**config.mk**
```make
export PLATFORM = sky130hd
export DESIGN_NAME = cb_bitop_seq
export DESIGN_NICKNAME = d
export VERILOG_FILES = /design/src/rtl/cb_pkg.sv /design/src/rtl/cb_bitop_seq_bitalu.sv /design/src/rtl/cb_bitop_seq.sv
export SDC_FILE = /design/constraint.sdc
export NUM_CORES = 1
export LEC_CHECK = 0
export CAP_MARGIN = 10
export CORE_MARGIN = 4
export CORE_UTILIZATION = 40
export CTS_CLUSTER_DIAMETER = 120
export DETAILED_ROUTE_END_ITERATION = 16
export PLACE_DENSITY_LB_ADDON = 0.2
export SETUP_SLACK_MARGIN = 0.15
export SLEW_MARGIN = 20
export SYNTH_ARGS = -nofsm -noshare
export SYNTH_HDL_FRONTEND = slang
export SYNTH_HIERARCHICAL = 1
export SYNTH_SLANG_ARGS = --single-unit
```
**constraint.sdc**
```tcl
create_clock -name clk -period 3.95 [get_ports clk]
set_input_delay 0.79 -clock clk [delete_from_list [all_inputs] [get_ports clk]]
set_output_delay 0.79 -clock clk [all_outputs]
set_load 0.05 [all_outputs]
```
**src/rtl/cb_pkg.sv**
```systemverilog
// Shared types and constants for the CB-prefix BIT/RES/SET sequencer.
// Field layout: op[7:6]=group, op[5:3]=bit index, op[2:0]=register.
package cb_pkg;

  typedef enum logic [2:0] {
    IDLE,
    EXEC_R,
    MEM_RD,
    MEM_WR,
    ERR
  } state_e;

  localparam logic [1:0] GRP_ROT = 2'b00;
  localparam logic [1:0] GRP_BIT = 2'b01;
  localparam logic [1:0] GRP_RES = 2'b10;
  localparam logic [1:0] GRP_SET = 2'b11;

  localparam logic [2:0] R_HL_IND = 3'd6;

  localparam int FZ = 7;
  localparam int FN = 6;
  localparam int FH = 5;
  localparam int FC = 4;

  // BIT result: Z = inverted tested bit, N=0, H=1, C kept, low nibble zero.
  function automatic logic [7:0] bit_flags(input logic z, input logic c);
    logic [7:0] f;
    f     = 8'h00;
    f[FZ] = z;
    f[FN] = 1'b0;
    f[FH] = 1'b1;
    f[FC] = c;
    return f;
  endfunction

endpackage

```
**src/rtl/cb_bitop_seq_bitalu.sv**
```systemverilog
// Bit ALU datapath: tests, clears or sets bit b of operand a.
// Purely combinational; z is the inverted tested bit for every group.
module cb_bitop_seq_bitalu
  import cb_pkg::*;
(
  input  logic [7:0] a_i,
  input  logic [2:0] b_i,
  input  logic [1:0] grp_i,
  output logic [7:0] res_o,
  output logic       z_o
);

  logic [7:0] mask;

  always_comb begin
    mask  = 8'h01 << b_i;
    z_o   = ~a_i[b_i];
    res_o = a_i;
    case (grp_i)
      GRP_RES: res_o = a_i & ~mask;
      GRP_SET: res_o = a_i | mask;
      default: res_o = a_i;
    endcase
  end

endmodule

```
**src/rtl/cb_bitop_seq.sv**
```systemverilog
// Multi-cycle sequencer for CB-prefixed BIT/RES/SET, driving the bit ALU
// and writing back register, memory or flags on M-cycle boundaries.
module cb_bitop_seq
  import cb_pkg::*;
(
  input  logic        clk,
  input  logic        reset,
  input  logic        mcyc_en,
  input  logic        start,
  input  logic [7:0]  opcode,
  output logic        busy,
  output logic        done,
  output logic        err,
  output logic [2:0]  reg_sel,
  input  logic [7:0]  reg_rdata,
  output logic        reg_we,
  output logic [7:0]  reg_wdata,
  input  logic [15:0] hl,
  output logic [15:0] mem_addr,
  output logic        mem_rd,
  input  logic [7:0]  mem_rdata,
  output logic        mem_wr,
  output logic [7:0]  mem_wdata,
  input  logic [7:0]  f_in,
  output logic        f_we,
  output logic [7:0]  f_out
);

  state_e      state_q, state_d;
  logic [7:0]  op_q, op_d;
  logic [15:0] hl_q, hl_d;
  logic [7:0]  tmp_q, tmp_d;

  logic [7:0]  alu_a;
  logic [7:0]  alu_res;
  logic        alu_z;
  logic [1:0]  grp;
  logic        unused_f;

  assign grp      = op_q[7:6];
  assign unused_f = ^{f_in[7:5], f_in[3:0]};

  cb_bitop_seq_bitalu u_alu (
    .a_i   (alu_a),
    .b_i   (op_q[5:3]),
    .grp_i (grp),
    .res_o (alu_res),
    .z_o   (alu_z)
  );

  always_ff @(posedge clk) begin
    if (reset) begin
      state_q <= IDLE;
      op_q    <= 8'h00;
      hl_q    <= 16'h0000;
      tmp_q   <= 8'h00;
    end else begin
      state_q <= state_d;
      op_q    <= op_d;
      hl_q    <= hl_d;
      tmp_q   <= tmp_d;
    end
  end

  always_comb begin
    state_d   = state_q;
    op_d      = op_q;
    hl_d      = hl_q;
    tmp_d     = tmp_q;
    done      = 1'b0;
    err       = 1'b0;
    reg_we    = 1'b0;
    reg_wdata = 8'h00;
    mem_addr  = 16'h0000;
    mem_rd    = 1'b0;
    mem_wr    = 1'b0;
    mem_wdata = 8'h00;
    f_we      = 1'b0;
    f_out     = 8'h00;
    busy      = (state_q != IDLE);
    reg_sel   = op_q[2:0];

    // Read data is only valid at mcyc_en, so BIT (HL) tests it directly.
    case (state_q)
      MEM_RD:  alu_a = mem_rdata;
      MEM_WR:  alu_a = tmp_q;
      default: alu_a = reg_rdata;
    endcase

    case (state_q)
      IDLE: begin
        if (start) begin
          op_d = opcode;
          hl_d = hl;
          if (opcode[7:6] == GRP_ROT)       state_d = ERR;
          else if (opcode[2:0] != R_HL_IND) state_d = EXEC_R;
          else                              state_d = MEM_RD;
        end
      end
      ERR: begin
        done    = 1'b1;
        err     = 1'b1;
        state_d = IDLE;
      end
      EXEC_R: begin
        if (mcyc_en) begin
          if (grp == GRP_BIT) begin
            f_we  = 1'b1;
            f_out = bit_flags(alu_z, f_in[FC]);
          end else begin
            reg_we    = 1'b1;
            reg_wdata = alu_res;
          end
          done    = 1'b1;
          state_d = IDLE;
        end
      end
      MEM_RD: begin
        mem_rd   = 1'b1;
        mem_addr = hl_q;
        if (mcyc_en) begin
          tmp_d = mem_rdata;
          if (grp == GRP_BIT) begin
            f_we    = 1'b1;
            f_out   = bit_flags(alu_z, f_in[FC]);
            done    = 1'b1;
            state_d = IDLE;
          end else begin
            state_d = MEM_WR;
          end
        end
      end
      MEM_WR: begin
        mem_wr    = 1'b1;
        mem_addr  = hl_q;
        mem_wdata = alu_res;
        if (mcyc_en) begin
          done    = 1'b1;
          state_d = IDLE;
        end
      end
      default: state_d = IDLE;
    endcase
  end

endmodule
```
# Word-level counts from Yosys, hierarchy flattened
# Index checks and enable logic that the tools add are counted.
dict set report word_totals {
  regBits 35
  in_bits 52
  latchBits 0
  out_inout_bits 50
  mem_bits_rw 0
  n_memories 0
  rom_bits 0
}
dict set report op_classes {
  n_div 0
  bitwise_logic 4
  n_lt_le_gt_ge 1
  mul 0
  eq_ne 11
  shifts 1
  n_mux 30
  reduce_logical 9
  addsub 0
}
# cell count
set op_table {}
lappend op_table {{8-bit two-way mux} 7}
lappend op_table {{8-bit one-hot mux with 2 select lines} 2}
lappend op_table {{16-bit two-way mux} 1}
lappend op_table {{3-bit two-way mux} 4}
lappend op_table {{1-bit two-way mux} 11}
lappend op_table {{3-bit one-hot mux with 3 select lines} 1}
lappend op_table {{8-bit bitwise AND} 1}
lappend op_table {{8-bit inverter} 1}
lappend op_table {{8-bit OR} 1}
lappend op_table {{1-bit by 3-bit << shifter with 8-bit output (first input constant)} 1}
lappend op_table {{3-bit by 2-bit == test with 1-bit output (second input constant)} 2}
lappend op_table {{2-bit OR reduction} 3}
lappend op_table {{2-bit == test (second input constant)} 2}
lappend op_table {{3-bit by 4-bit less-than comparator with 1-bit output (second input constant)} 1}
lappend op_table {{2-bit two-way mux} 2}
lappend op_table {{2-bit != test (second input constant)} 2}
lappend op_table {{2-bit AND reduction} 2}
lappend op_table {{1-bit binary-select mux with 3-bit select} 1}
lappend op_table {{3-bit by 1-bit == test with 1-bit output (second input constant)} 1}
lappend op_table {{3-bit == test (second input constant)} 1}
lappend op_table {{3-bit logical NOT} 1}
lappend op_table {{3-bit != test (second input constant)} 1}
lappend op_table {{1-bit one-hot mux with 3 select lines} 1}
lappend op_table {{3-bit AND reduction} 1}
lappend op_table {{other kinds (5)} 5}

# Depth between registers and ports, before layout
# Gate-level depths: netlist (run 1).
dict set report depth {
  depth_word 8
  depth_mapped 8
  depth_no_buf 6
}

# By module
# The synthesis (run 1) kept the hierarchy.
# mod area_per_inst_um2 instances cells_each
set modules_own_cells {}
lappend modules_own_cells {cb_bitop_seq 1904.3 1 239}
lappend modules_own_cells {cb_bitop_seq_bitalu 251.5 1 22}

# Least setup slack after synthesis (run 1)
# No wires, ideal clock.
dict set report synth_path {
  path_type {input-to-output}
  from {input mcyc_en}
  to {output f_out[4]}
  path_buffers 0
  setup_slack_ns 0.378
  required_time_ns 3.160
  t_arrival_ns 2.782
  cell_stages 3
  cell_sequence {nand2b_1 > nor3b_1 > and2_1}
}
dict set report synth_via {
  elab_chain_len 2
}
# element line_no
set synth_lines {}
lappend synth_lines {{from (decl)} cb_bitop_seq.sv:8} ;# input logic mcyc_en,
lappend synth_lines {{8-bit two-way mux} cb_bitop_seq.sv:121} ;# if (mcyc_en) begin
lappend synth_lines {{8-bit two-way mux} n/a}
lappend synth_lines {{to (decl)} cb_bitop_seq.sv:26} ;# output logic [7:0] f_out
# Every way passes these cells.

# Final worst setup path (run 1)
dict set report layout_path {
  from {input mcyc_en}
  to {output reg_we}
}
dict set report layout_via {
  elab_chain_len 2
}
# element line_no
set layout_lines {}
lappend layout_lines {{1-bit two-way mux} cb_bitop_seq.sv:106} ;# if (mcyc_en) begin
lappend layout_lines {{1-bit two-way mux} cb_bitop_seq.sv:90} ;# case (state_q)
lappend layout_lines {{to (decl)} cb_bitop_seq.sv:16} ;# output logic reg_we,
# Every way passes these cells.

==> flow_metrics.env, run 1 <==
export IMPL_outcome="finished clean"
export IMPL_ys_warn_count=6
export IMPL_cts_setup_buffers=0
export IMPL_antenna_cells=0
export IMPL_synth_seq_area_share=0.325
export IMPL_drc=0
export IMPL_grt_ovfl_total=0
export IMPL_dp_hpwl_microns=4190
export IMPL_ys_ff_latch=35
export IMPL_cp_slowest_cell="clkdlybuf4s50_1"
export IMPL_slowest_delay_ns=0.86
export IMPL_cp_top_family="buffers and inverters"
export IMPL_post_synth_top_count_cell="nand2_1"
export IMPL_tightest_slew_ns=0.901
export IMPL_cts_tree="yes"
export IMPL_fmax_mhz=293
export IMPL_gp_congestion=0.791
export IMPL_startpoint_type="input port"
export IMPL_grt_max_degree=26
export IMPL_clkTransAtPathRegs_ns=0.07
export IMPL_cts_resized=0
export IMPL_grt_pass1_vias=1941
export IMPL_netlist_area_leader_share=0.325
export IMPL_synthTopCellsByCount="nand2_1 (48), dfxtp_1 (35), a21oi_1 (33)"
export IMPL_drive_gt1_frac=0.173
export IMPL_synth_edf_count=0
export IMPL_drv_slew=0
export IMPL_fp_dieH_microns=81.4
export IMPL_critPathArrivalTime_ns=2.62
export IMPL_worstSetupPathType="input port to primary output"
export IMPL_cp_cell_sequence="clkdlybuf4s50_1 -> nand2b_1 -> nor4b_4 -> clkdlybuf4s50_1"
export IMPL_start_util=0.417
export IMPL_rrSetupSlack_ns=2.07
export IMPL_yosys_area_share_simple=0.333
export IMPL_nFillCells=481
export IMPL_synthArstFlopShare=0
export IMPL_crit_fanout=5
export IMPL_core_sq_mm=0.00517
export IMPL_layout_min_cycle_time_ns=3.41
export IMPL_htreeDepth=2
export IMPL_period_share=0.863
export IMPL_wl_microns=5690
export IMPL_synth_adder_area_share=0
export IMPL_ys_flop_type="dfxtp_1"
export IMPL_synth_compound_area_frac=0.102
export IMPL_synth_top_family_by_area="simple AND/OR/NAND/NOR gates"
export IMPL_synth_mux_area_frac=0.146
export IMPL_die_x_microns=81.4
export IMPL_antenna_found_initial=0
export IMPL_cts_root_buffer="clkbuf_8"
export IMPL_rows=26
export IMPL_syn_cell_area_sq_mm=0.00216
export IMPL_dr_pass1_iters=4
export IMPL_crit_required_ns=3.16
export IMPL_synth_cells=261
export IMPL_fin_ws_ns=0.540
export IMPL_nets=392
export IMPL_power_density_mw_per_mm2=309
export IMPL_die_area_sq_mm=0.00663
export IMPL_synthDistinctLibCells=37
export IMPL_clk_path_buf_depth=2
export IMPL_crit_path_frequent_cell="clkdlybuf4s50_1"
export IMPL_synth_xor_area_frac=0.00406
export IMPL_insertion_delay_ns=0.29
export IMPL_hold_viol_final=0
export IMPL_hold_class="flop to flop"
export IMPL_wl_per_cell_microns=13.9
export IMPL_avgSynthCellArea_sq_um=8.26
export IMPL_worstSetupEndpointType="primary output"
export IMPL_p_leak_nw=1.23
export IMPL_cts_hold_fix_buffers=0
export IMPL_ant_nets=0
export IMPL_netlist_top_cell_by_area="dfxtp_1"
export IMPL_place_ws_ns=0.515
export IMPL_finalSetupTns_ns=0
export IMPL_slew_headroom=0.397
export IMPL_vdd_ir_drop_max_uv=188
export IMPL_fin_worst_skew_ns=0.00558
export IMPL_grt_pass1_wl_microns=8920
export IMPL_finalSetupViolCount=0
export IMPL_viasPerCell=4.83
export IMPL_port_buffers=89
export IMPL_grt_use_total=0.176
export IMPL_syn_to_final_growth_pct=44.5
export IMPL_drv_cap=0
export IMPL_num_vias=1985
export IMPL_rsz0062_at_grt="false"
export IMPL_cts_made_buffers=5
export IMPL_cts_num_sinks=35
export IMPL_cp_num_buf_inv=2
export IMPL_first_iter_violations=93
export IMPL_yosys_top_cells_area="dfxtp_1 (33%), mux2i_1 (8.4%), nand2_1 (8.4%), and2_1 (7.8%), a21oi_1 (7.7%)"
export IMPL_pin_count=102
final timing paths:
| path | from | end | cells past startpoint |
|---|---|---|---|
| hold / removal | hl_q[10] | hl_q[10] | 2 |
| setup / recovery | mcyc_en | reg_we | 4 |
| hold reg to reg | hl_q[10] | hl_q[10] | 2 |
| setup reg to reg | state_q[1] | op_q[7] | 4 |
power breakdown:
group	switching (mW)	leakage [nW]	internal [mW]
sequential	0.0198	0.286	0.373
combinational	0.125	0.886	0.108
clock	0.133	0.0612	0.204
total	0.278	1.23	0.685
flip-flops by register name (all words and copies together), names as in the netlist:
name and count:
op_q 8, state_q 3, tmp_q 8, hl_q 16
per-layer routing:
layer,GRT usage,wire [microns],vias to the layer above
met5,0,0,-
met4,0.0659,91,0
met3,0.0559,485,7
met2,0.314,2780,68
met1,0.192,2340,887
li1,-,-,1023
placed cells by master, fill, tap and decap left out, types with 8 or more instances in the layout:
cell type         n
clkdlybuf4s50_1  69
nand2_1          48
dfxtp_1          35
a21oi_1          33
buf_4            28
and2_1           27
nor2_1           20
mux2i_1          18
and3_1            8
mux2_2            8
per-stage QoR:
stage | power (mW) | cells | hold slack, ns | utilization | cell area, sq um
after global placement | 0.632 | 403 | 0.437 | 0.580 | 3000
after detailed placement | 0.635 | 403 | 0.442 | 0.580 | 3000
final | 0.963 | 411 | 0.450 | 0.602 | 3120
after CTS | 0.974 | 411 | 0.453 | 0.602 | 3120
after floorplan | 0.556 | 265 | 0.432 | - | 2170
after global routing | 1.00 | 411 | 0.465 | 0.602 | 3120
cell type report:
| class | instances | area, sq um | share of cell area |
|---|---|---|---|
| multi-input cells | 199 | 1280 | 0.412 |
| repair buffers | 98 | 921 | 0.296 |
| flip-flops and latches | 35 | 701 | 0.225 |
| well taps | 70 | 87.6 | 0.0281 |
| clock buffers | 6 | 82.6 | 0.0265 |
| clock inverters | 2 | 35.0 | 0.0112 |
| inverters | 1 | 3.75 | 0.00120 |
worst min-delay path, stage by stage (launching register included):
cell	delay, ns
dfxtp_1	0.31
nand2_1	0.05
a21oi_1	0.05
cell families after synthesis:
group           after synthesis
flops                        35
buf+inv                      31
simple gates                127
xor+xnor                      1
mux                          28
other cells                   1
compound gates               38
Note: power is estimated with default switching activity, not from simulation.
==> inputs of run 2 (changes only) <==
--- a/config.mk
+++ b/config.mk
@@ -8,9 +8,8 @@
 export CAP_MARGIN = 10
 export CORE_MARGIN = 4
 export CORE_UTILIZATION = 40
-export CTS_CLUSTER_DIAMETER = 120
 export DETAILED_ROUTE_END_ITERATION = 16
-export PLACE_DENSITY_LB_ADDON = 0.2
+export PLACE_DENSITY = 0.77
 export SETUP_SLACK_MARGIN = 0.15
 export SLEW_MARGIN = 20
 export SYNTH_ARGS = -nofsm -noshare
==> flow_metrics.env, run 2 (same netlist as run 1, synthesis figures left out) <==
export IMPL_outcome="finished clean"
export IMPL_drv_cap=0
export IMPL_grt_pass1_wl_microns=8780
export IMPL_cts_tree="yes"
export IMPL_regMostFlops="hl_q"
export IMPL_worstSetupPathType="input port to primary output"
export IMPL_register_area_sq_um=701
export IMPL_insertion_delay_ns=0.28
export IMPL_fin_util=0.595
export IMPL_drc=0
export IMPL_ant_nets=0
export IMPL_worstSetupEndpointType="primary output"
export IMPL_critPathArrivalTime_ns=2.78
export IMPL_rsz0062_at_grt="false"
export IMPL_htreeDepth=2
export IMPL_drive_gt1_frac=0.148
export IMPL_rows=26
export IMPL_antenna_found_initial=0
export IMPL_p_leak_nw=1.19
export IMPL_cts_resized=0
export IMPL_cts_num_sinks=35
export IMPL_final_cell_area_sq_mm=0.00308
export IMPL_layout_min_cycle_time_ns=3.57
export IMPL_cts_root_buffer="clkbuf_8"
export IMPL_tightest_slew_ns=0.850
export IMPL_cp_cell_sequence="clkdlybuf4s50_1 -> nand2b_1 -> nor4b_4 -> clkdlybuf4s50_1"
export IMPL_power_density_mw_per_mm2=286
export IMPL_grt_ovfl_total=0
export IMPL_first_iter_violations=72
export IMPL_crit_path_frequent_cell="clkdlybuf4s50_1"
export IMPL_gp_congestion=0.822
export IMPL_viasPerCell=4.92
export IMPL_nets=389
export IMPL_grt_pass1_vias=1827
export IMPL_crit_required_ns=3.16
export IMPL_finalSetupViolCount=0
export IMPL_num_vias=2002
export IMPL_pin_count=102
export IMPL_dr_pass1_iters=4
export IMPL_drv_slew=0
export IMPL_fin_worst_skew_ns=0.00594
export IMPL_cts_hold_fix_buffers=0
export IMPL_layout_common_cells="clkdlybuf4s50_1 (75), nand2_1 (48), dfxtp_1 (35), a21oi_1 (33), and2_1 (27)"
export IMPL_start_util=0.417
export IMPL_vdd_ir_drop_max_uv=194
export IMPL_wl_per_cell_microns=13.5
export IMPL_syn_to_final_growth_pct=42.8
export IMPL_fmax_mhz=280
export IMPL_core_sq_mm=0.00517
export IMPL_cts_setup_buffers=0
export IMPL_multi_input_area_sq_mm=0.00129
export IMPL_port_buffers=89
export IMPL_hold_viol_final=0
export IMPL_largest_reg_flops=16
export IMPL_grt_max_degree=27
export IMPL_hold_class="flop to flop"
export IMPL_antenna_cells=0
export IMPL_startpoint_type="input port"
export IMPL_dpl_cell_area_sq_mm=0.00299
export IMPL_clk_path_buf_depth=2
export IMPL_clkTransAtPathRegs_ns=0.07
export IMPL_final_common_cell="clkdlybuf4s50_1"
export IMPL_grt_use_total=0.171
export IMPL_die_x_microns=81.4
export IMPL_crit_fanout=9
export IMPL_reg_top3="hl_q (16), op_q (8), tmp_q (8)"
export IMPL_period_share=0.905
export IMPL_finalSetupTns_ns=0
export IMPL_cts_made_buffers=5
export IMPL_fp_dieH_microns=81.4
export IMPL_cp_slowest_cell="clkdlybuf4s50_1"
export IMPL_die_area_sq_mm=0.00663
export IMPL_slew_headroom=0.432
export IMPL_slowest_delay_ns=0.89
export IMPL_dp_hpwl_microns=4080
export IMPL_nFillCells=470
export IMPL_wl_microns=5480
-- run 2: critical path, delay by kind of cell --
kind	cells	cell delay (ns)
buffers and inverters	2	1.44
and+or+nand+nor	2	0.55
-- run 2: where the power goes --
part / switching (mW) / leakage [nW] / total, mW / internal, mW
Sequential: 0.0237 / 0.286 / 0.397 / 0.373
Clock: 0.123 / 0.0470 / 0.260 / 0.137
Combinational: 0.118 / 0.857 / 0.224 / 0.106
-- run 2: cell type report --
class / instances / area share
sequential: 35 / 0.228
clock inverter: 1 / 0.00163
inverter: 1 / 0.00122
multi-input combinational: 199 / 0.418
tap: 70 / 0.0284
timing repair buffer: 95 / 0.297
clock buffer: 6 / 0.0268
-- run 2: final timing paths --
kind              depth (start not counted)       end  slack [ns]       start
setup / recovery                          4    reg_we        0.38     mcyc_en
hold / removal                            2  hl_q[10]        0.45    hl_q[10]
setup reg to reg                          4   op_q[5]        1.74  state_q[0]
hold reg to reg                           2  hl_q[10]        0.45    hl_q[10]
-- run 2: routing by layer --
layer | wire, microns | vias to the layer above | share of wire | track usage
met5 | 0 | - | 0 | 0
met1 | 2410 | 902 | 0.44 | 0.219
li1 | - | 1023 | - | -
met4 | 26 | 0 | 0.0047 | 0.0405
met2 | 2450 | 73 | 0.45 | 0.274
met3 | 591 | 4 | 0.11 | 0.0625
-- run 2: per-stage QoR --
step | total power, mW | hold slack (ns) | setup slack (ns) | std cells
CTS | 0.892 | 0.452 | 0.268 | 407
global route | 0.928 | 0.465 | 0.218 | 407
finish | 0.881 | 0.452 | 0.377 | 407
floorplan | 0.556 | 0.432 | 0.378 | 265
global placement | 0.628 | 0.437 | 0.395 | 400
detailed placement | 0.630 | 0.443 | 0.362 | 400
==> inputs of run 3 (changes only) <==
--- a/config.mk
+++ b/config.mk
@@ -9,7 +9,7 @@
 export CORE_MARGIN = 4
 export CORE_UTILIZATION = 40
 export DETAILED_ROUTE_END_ITERATION = 16
-export PLACE_DENSITY = 0.77
+export PLACE_DENSITY = 0.79
 export SETUP_SLACK_MARGIN = 0.15
 export SLEW_MARGIN = 20
 export SYNTH_ARGS = -nofsm -noshare
==> flow_metrics.env, run 3 (same netlist as run 1, synthesis figures left out) <==
export IMPL_dr_pass1_iters=4
export IMPL_cts_setup_buffers=0
export IMPL_clkTransAtPathRegs_ns=0.07
export IMPL_gp_congestion=0.872
export IMPL_hold_viol_final=0
export IMPL_outcome="finished clean"
export IMPL_fp_dieH_microns=81.4
export IMPL_dp_hpwl_microns=4090
export IMPL_power_density_mw_per_mm2=284
export IMPL_worstSetupPathType="flop to primary output"
export IMPL_start_util=0.417
export IMPL_crit_required_ns=3.16
export IMPL_period_share=0.890
export IMPL_nets=389
export IMPL_slew_headroom=0.402
export IMPL_grt_util_met2=0.286
export IMPL_antenna_cells=0
export IMPL_rows=26
export IMPL_wl_per_cell_microns=13.8
export IMPL_finalSetupViolCount=0
export IMPL_cp_top_family="buffers and inverters"
export IMPL_critPathArrivalTime_ns=2.73
export IMPL_drc=0
export IMPL_min_delay_path_depth=2
export IMPL_cts_root_buffer="clkbuf_8"
export IMPL_die_x_microns=81.4
export IMPL_startpoint_type="flop"
export IMPL_grt_pass1_vias=1990
export IMPL_grt_max_degree=30
export IMPL_nFillCells=491
export IMPL_crit_fanout=27
export IMPL_htreeDepth=2
export IMPL_endpoint="mem_addr[6]"
export IMPL_cts_tree="yes"
export IMPL_tightest_slew_ns=0.897
export IMPL_cts_resized=0
export IMPL_fin_worst_skew_ns=0.00325
export IMPL_num_vias=2016
export IMPL_r2r_cells=3
export IMPL_worstReg2RegStart="state_q[0]"
export IMPL_dpl_cell_area_sq_mm=0.00298
export IMPL_p_leak_nw=1.20
export IMPL_viasPerCell=4.94
export IMPL_final_common_cell="clkdlybuf4s50_1"
export IMPL_layout_min_cycle_time_ns=3.52
export IMPL_largest_reg_flops=16
export IMPL_vdd_ir_drop_max_uv=178
export IMPL_first_iter_violations=35
export IMPL_regMostFlops="hl_q"
export IMPL_busiest_layer="met2"
export IMPL_cp_slowest_cell="clkdlybuf4s50_1"
export IMPL_finalSetupTns_ns=0
export IMPL_grt_ovfl_total=0
export IMPL_timing_rr_end="op_q[3]"
export IMPL_startpoint="state_q[2]"
export IMPL_grt_use_total=0.167
export IMPL_cp_num_cells=4
export IMPL_port_buffers=89
export IMPL_antenna_found_initial=0
export IMPL_die_area_sq_mm=0.00663
export IMPL_drv_slew=0
export IMPL_reg_top3="hl_q (16), op_q (8), tmp_q (8)"
export IMPL_cts_hold_fix_buffers=0
export IMPL_wl_microns=5640
export IMPL_hold_class="flop to flop"
export IMPL_ant_nets=0
export IMPL_fmax_mhz=284
export IMPL_cts_made_buffers=5
export IMPL_slowest_delay_ns=0.81
export IMPL_drv_cap=0
export IMPL_drive_gt1_frac=0.163
export IMPL_cp_cell_sequence="and2b_1 -> buf_4 -> and2_1 -> clkdlybuf4s50_1"
export IMPL_layout_common_cells="clkdlybuf4s50_1 (69), nand2_1 (48), dfxtp_1 (34), a21oi_1 (33), and2_1 (27)"
export IMPL_syn_to_final_growth_pct=41.8
export IMPL_grt_pass1_wl_microns=8730
export IMPL_met3_usage=0.0559
export IMPL_core_sq_mm=0.00517
export IMPL_grtUsageMet1=0.189
export IMPL_pin_count=102
export IMPL_rrSetupSlack_ns=2.02
export IMPL_rsz0062_at_grt="false"
export IMPL_worstSetupEndpointType="primary output"
export IMPL_final_cell_area_sq_mm=0.00306
export IMPL_insertion_delay_ns=0.28
export IMPL_cp_num_buf_inv=2
export IMPL_clk_path_buf_depth=2
export IMPL_cts_num_sinks=35
[run 3: changes by cell type in the layout (fill, tap and decap cells not counted), sizes merged]
cell,before,now
buf,20,26
clkdlybuf4s50,75,69
clkbuf,6,7
[run 3: area by class of cell]
cell class                      instances  area, sq um  share of cell area
Tap cell                               70         87.6              0.0286
Clock buffer                            7         76.3              0.0250
Timing Repair Buffer                   95          898               0.294
Clock inverter                          1         5.00             0.00164
Inverter                                1         3.75             0.00123
Sequential cell                        35          702               0.230
Multi-Input combinational cell        199         1280               0.420
[run 3: worst min path at each step]
stage               startpoint      end  slack, ns
detailed placement     hl_q[9]  hl_q[9]       0.44
global route           hl_q[3]  hl_q[3]       0.47
finish                 hl_q[9]  hl_q[9]       0.45
global placement       hl_q[5]  hl_q[5]       0.44
floorplan              hl_q[0]  hl_q[0]       0.43
CTS                    hl_q[9]  hl_q[9]       0.45
[run 3: worst min-delay path: cells and delay by family, from the launching register on]
family	cells	cell delay [ns]
flip-flops	1	0.31
AO/OA/AOI/OAI	1	0.05
AND/OR/NAND/NOR	1	0.05
[run 3: power breakdown]
| part | internal [mW] | total (mW) | switching [mW] |
|---|---|---|---|
| Sequential | 0.374 | 0.399 | 0.0257 |
| Clock | 0.124 | 0.245 | 0.121 |
| Combinational | 0.105 | 0.223 | 0.118 |
| Total | 0.602 | 0.868 | 0.265 |
[run 3: routing by layer]
layer  vias up  routed length [microns]
li1       1020                        -
met1       907                     2400
met2        74                     2580
met3        15                      516
met4         0                      142
met5         -                        0
[run 3: stage by stage]
stage	hold slack (ns)	utilization	power (mW)	std cells	setup slack, ns
after global routing	0.472	0.591	0.913	408	0.254
after floorplan	0.432	-	0.556	265	0.378
after global placement	0.437	0.575	0.627	400	0.563
after detailed placement	0.442	0.575	0.632	400	0.548
after CTS	0.452	0.591	0.877	408	0.371
final	0.450	0.591	0.868	408	0.433
